## src/rtl/apb_pkg.sv

```systemverilog
// Shared types and constants for the APB4 memory completer.
package apb_pkg;

  typedef enum logic {
    IDLE   = 1'b0,
    ACCESS = 1'b1
  } apb_state_e;

  localparam int WAIT_W = 4;

  localparam logic APB_OKAY   = 1'b0;
  localparam logic APB_SLVERR = 1'b1;

endpackage

```

## src/rtl/apb_byte_mem.sv

```systemverilog
// DEPTH x DW flop memory: combinational read port, one byte-enabled write port.
module apb_byte_mem #(
  parameter int AW    = 4,
  parameter int DW    = 32,
  parameter int DEPTH = 16
) (
  input  logic            pclk,
  input  logic            we,
  input  logic [AW-1:0]   addr,
  input  logic [DW-1:0]   wdata,
  input  logic [DW/8-1:0] be,
  output logic [DW-1:0]   rdata
);

  localparam logic [AW:0] DEPTH_L = (AW+1)'(DEPTH);

  logic [DW-1:0] mem [DEPTH];
  logic          in_range;

  assign in_range = ({1'b0, addr} < DEPTH_L);
  assign rdata    = in_range ? mem[addr] : '0;

  // Contents deliberately have no reset.
  always_ff @(posedge pclk) begin
    if (we && in_range) begin
      for (int i = 0; i < DW/8; i++) begin
        if (be[i]) mem[addr][8*i +: 8] <= wdata[8*i +: 8];
      end
    end
  end

endmodule

```

## src/rtl/apb4_mem_slave.sv

```systemverilog
// APB4 completer over a byte-writable flop memory with per-direction wait states.
//  state  | meaning
//  IDLE   | no transfer in flight; a setup phase loads cnt, err_q and read data
//  ACCESS | access phase; cnt counts down wait cycles, pready when it reaches zero
module apb4_mem_slave
  import apb_pkg::*;
#(
  parameter int AW      = 4,
  parameter int DW      = 32,
  parameter int DEPTH   = 16,
  parameter int RD_WAIT = 0,
  parameter int WR_WAIT = 1
) (
  input  logic            pclk,
  input  logic            prst,
  input  logic            psel,
  input  logic            penable,
  input  logic            pwrite,
  input  logic [AW-1:0]   paddr,
  input  logic [DW-1:0]   pwdata,
  input  logic [DW/8-1:0] pstrb,
  output logic            pready,
  output logic [DW-1:0]   prdata,
  output logic            pslverr
);

  localparam logic [AW:0]       DEPTH_L = (AW+1)'(DEPTH);
  localparam logic [WAIT_W-1:0] RD_CNT  = WAIT_W'(RD_WAIT);
  localparam logic [WAIT_W-1:0] WR_CNT  = WAIT_W'(WR_WAIT);

  apb_state_e        state, state_nxt;
  logic [WAIT_W-1:0] cnt, cnt_nxt;
  logic              err_q;
  logic              in_range;
  logic              setup;
  logic              mem_we;
  logic [DW-1:0]     mem_rdata;

  assign in_range = ({1'b0, paddr} < DEPTH_L);
  assign setup    = (state == IDLE) && psel && !penable;

  // Registered-only decode keeps pready free of any bus input path.
  assign pready  = (state == ACCESS) && (cnt == '0);
  assign pslverr = pready & err_q;

  always_comb begin
    state_nxt = state;
    cnt_nxt   = cnt;
    mem_we    = 1'b0;
    case (state)
      IDLE: begin
        if (setup) begin
          state_nxt = ACCESS;
          cnt_nxt   = pwrite ? WR_CNT : RD_CNT;
        end
      end
      ACCESS: begin
        if (!(psel && penable)) begin
          state_nxt = IDLE;
        end else if (cnt != '0) begin
          cnt_nxt = cnt - 1'b1;
        end else begin
          state_nxt = IDLE;
          mem_we    = pwrite && (err_q == APB_OKAY);
        end
      end
      default: state_nxt = IDLE;
    endcase
  end

  always_ff @(posedge pclk or negedge prst) begin
    if (!prst) begin
      state  <= IDLE;
      cnt    <= '0;
      err_q  <= APB_OKAY;
      prdata <= '0;
    end else begin
      state <= state_nxt;
      cnt   <= cnt_nxt;
      if (setup) begin
        err_q <= in_range ? APB_OKAY : APB_SLVERR;
        if (!pwrite) prdata <= in_range ? mem_rdata : '0;
      end
    end
  end

  apb_byte_mem #(
    .AW    (AW),
    .DW    (DW),
    .DEPTH (DEPTH)
  ) u_mem (
    .pclk  (pclk),
    .we    (mem_we),
    .addr  (paddr),
    .wdata (pwdata),
    .be    (pstrb),
    .rdata (mem_rdata)
  );

endmodule

```

## config.mk

```make
export PLATFORM = sky130hd
export DESIGN_NAME = apb4_mem_slave
export DESIGN_NICKNAME = d
export VERILOG_FILES = /design/src/rtl/apb_pkg.sv /design/src/rtl/apb_byte_mem.sv /design/src/rtl/apb4_mem_slave.sv
export SDC_FILE = /design/constraint.sdc
export NUM_CORES = 1
export LEC_CHECK = 0
export CAP_MARGIN = 20
export CELL_PAD_IN_SITES_DETAIL_PLACEMENT = 1
export CELL_PAD_IN_SITES_GLOBAL_PLACEMENT = 2
export CORE_MARGIN = 5
export CORE_UTILIZATION = 48
export DETAILED_ROUTE_END_ITERATION = 8
export MAX_ROUTING_LAYER = met4
export PLACE_DENSITY_LB_ADDON = 0.1
export SYNTH_ARGS = -nofsm -noshare
export SYNTH_HDL_FRONTEND = slang
export SYNTH_SLANG_ARGS = --single-unit
```

## constraint.sdc

```tcl
create_clock -name pclk -period 2.9 [get_ports pclk]
set_input_delay 0.435 -clock pclk [delete_from_list [all_inputs] [get_ports pclk]]
set_output_delay 0.435 -clock pclk [all_outputs]
set_load 0.02 [all_outputs]
```

==> flow_summary.toml <==
[clock_network]
clk_pin_slew_ns = 0.06
clock_latency_ns = 0.59
cts_sinks = 549
htreeDepth = 2
cts_root_buffer = "clkbuf_16"
numCtsBuffers = 55
cts_tree = "yes"
clockBufferDepth = 3

[logic_synthesis]
synth_most_common_cell = "edfxtp_1"
syn_inst = 1038
yosys_warnings = 0
ys_ff_latch = 549
synth_area_leader_cell = "edfxtp_1"
synthesis.nets = 1084
avgSynthCellArea_sq_um = 20.5
syn_area_sq_um = 21200
synth_area_leaders = "edfxtp_1 (72%), mux4_2 (11%), dfrtp_1 (4.4%)"
synth_edf_count = 512
synth_cell_types = 39
synth-seq-area-share_pct = 76.8
async_reset_ff_share_pct = 6.74
synth_common_cells = "edfxtp_1 (512), mux4_2 (107), nor2_1 (81), mux2i_1 (66), nand2_1 (40)"
synth_top_area_share_pct = 72.4
synth_top_flop_cell = "edfxtp_1"

[sta]
skew_ns = 0.0108
drv_slew = 0
rsz0062_at_grt = "false"
finalHoldViolCount = 0
slew_headroom_pct = 56.7
timing.fmax_ghz = 0.380
worst_pin_slew_ns = 0.647
fin_crit_ns = 2.63
setup_slack_ns = 0.268
post-route-period-util_pct = 90.8
finalSetupViolations = 0

[route]
avgRoutedWirePerCell_um = 26.8
drc = 0
drt-total-wl_mm = 49.7
firstDrtPassIters = 5
drt_first_iter_violations = 794
avgViaCountPerCell = 5.69
antenna_left = 0
num_vias = 10600

[floorplan]
die_w_um = 220
initial_core_util_pct = 48.2
io_pins = 79
core_area_sq_um = 44000
row_count = 77
die_h_um = 220
die_area_sq_um = 48500

[run]
cap_violations = 0

[critical_path]
crit_type = "reg2out"
cp-end-kind = "output pin"
worstPathMaxFanout = 4
cp.required_ns = 2.47
arrival_ns = 2.20
cp-start-kind = "flip-flop"

[global_routing]
grtUsageTotal_pct = 21.6
grt_overflow_total = 0
grt_max_degree = 38
antenna_found_initial = 0
grt_pass1_wl_mm = 74.3
grt_pass1_vias = 11300

[power]
irDropWorstVdd_mv = 0.518
power_per_cell_area_nw_per_um2 = 697
p_total_w = 0.0174
p_leak_nw = 8.30

[final_layout]
drive_gt1_share_pct = 23.8
final_cells = 1855
final_area_sq_um = 25000
insertedDiodeCount = 0
final_nets = 1263
area_growth_pct = 17.8

[placed_design]
dp_slack_ns = -0.0571
placed_area_sq_um = 23200
hpwl_mm = 31.9
place_inst = 1751
port-buffer-count = 77
globalplace.congestion = 0.762

[run_status]
outcome = "finished, final reports clean"

[hold_path]
hold_path.class = "in2async"
## metrics by stage
step                      util (%)  TNS (ns)  hold slack, ns
after global placement        52.7     -1.08           0.447
final                         56.8         0           0.377
after CTS                     56.8         0           0.361
after detailed placement      52.7     -1.35           0.449
after floorplan                  -         0           0.139
after global routing          56.8         0           0.394
## logic make-up after synthesis
group	synth area share [%]
flops	76.8
simple gates	3.24
compound gates	3.40
other cells	0.0177
fa+ha+maj	0.0589
buf+inv	2.01
xor+xnor	0.0413
mux	14.5
## state kept, by name, summed over array words and instances, names as in the netlist
register   cells
cnt            4
prdata        32
state          1
u_mem.mem    512
## area by class of cell
type	count	area (sq um)
Clock buffer	80	1570
Sequential cell	549	16300
Fill cell	3867	19000
Timing Repair Buffer	181	1620
Tap cell	592	741
Inverter	5	18.8
Clock inverter	23	233
Multi-Input combinational cell	425	4510
## cell usage in the layout (no fill, tap or decap), types with 7 or more instances in the layout
cell	instances
a21o_1	13
a22oi_1	19
a41oi_1	19
buf_4	97
clkbuf_1	17
clkbuf_16	57
clkbuf_8	7
clkdlybuf4s50_1	73
dfrtp_1	37
edfxtp_1	512
mux2i_1	66
mux4_2	107
nand2_1	40
nand3_1	7
nor2_1	79
nor3_1	10
o22a_1	19
o22ai_1	13
## critical path: stages (launching register included)
cell and delay, ns:
dfrtp_1 0.39, inv_1 0.08, ha_1 0.21, nand4bb_1 0.23, inv_1 0.10, clkdlybuf4s50_1 0.60
## metal layers
layer | vias up | GRT usage [%] | share of wire, %
met5 | - | - | 0
met4 | 0 | 5.16 | 1.8
met3 | 65 | 2.71 | 5.2
met2 | 285 | 33.8 | 50
met1 | 5594 | 30.9 | 44
li1 | 4619 | - | -
## final timing paths
check	slack, ns	from	endpoint	depth (start not counted)
setup / recovery	0.27	cnt[0]$_DFFE_PN0P_	pready	5
hold / removal	0.38	prst	prdata[19]$_DFFE_PN0P_	3
setup reg to reg	0.34	cnt[0]$_DFFE_PN0P_	u_mem.mem[14][14]$_DFFE_PP_	7
hold reg to reg	0.48	prdata[27]$_DFFE_PN0P_	prdata[27]$_DFFE_PN0P_	1
max in group asynchronous	2.26	prst	prdata[2]$_DFFE_PN0P_	3
min in group pclk	0.48	prdata[27]$_DFFE_PN0P_	prdata[27]$_DFFE_PN0P_	1
## where the power goes
part           leakage [nW]  internal [W]  total, W  switching (W)
logic                  2.40      0.000660   0.00145       0.000789
clock network         0.869       0.00412   0.00700        0.00288
registers              5.04       0.00883   0.00897       0.000144
total                  8.30        0.0136    0.0174        0.00382
## what timing repair did
item                                    CTS  global route
resized for setup                         0             1
endpoints found under the hold margin    37             0
hold buffers                              1             0
buffers inserted                          0             0
endpoints found under the setup margin    0            16
No activity file was read; power rests on OpenSTA's default activity.
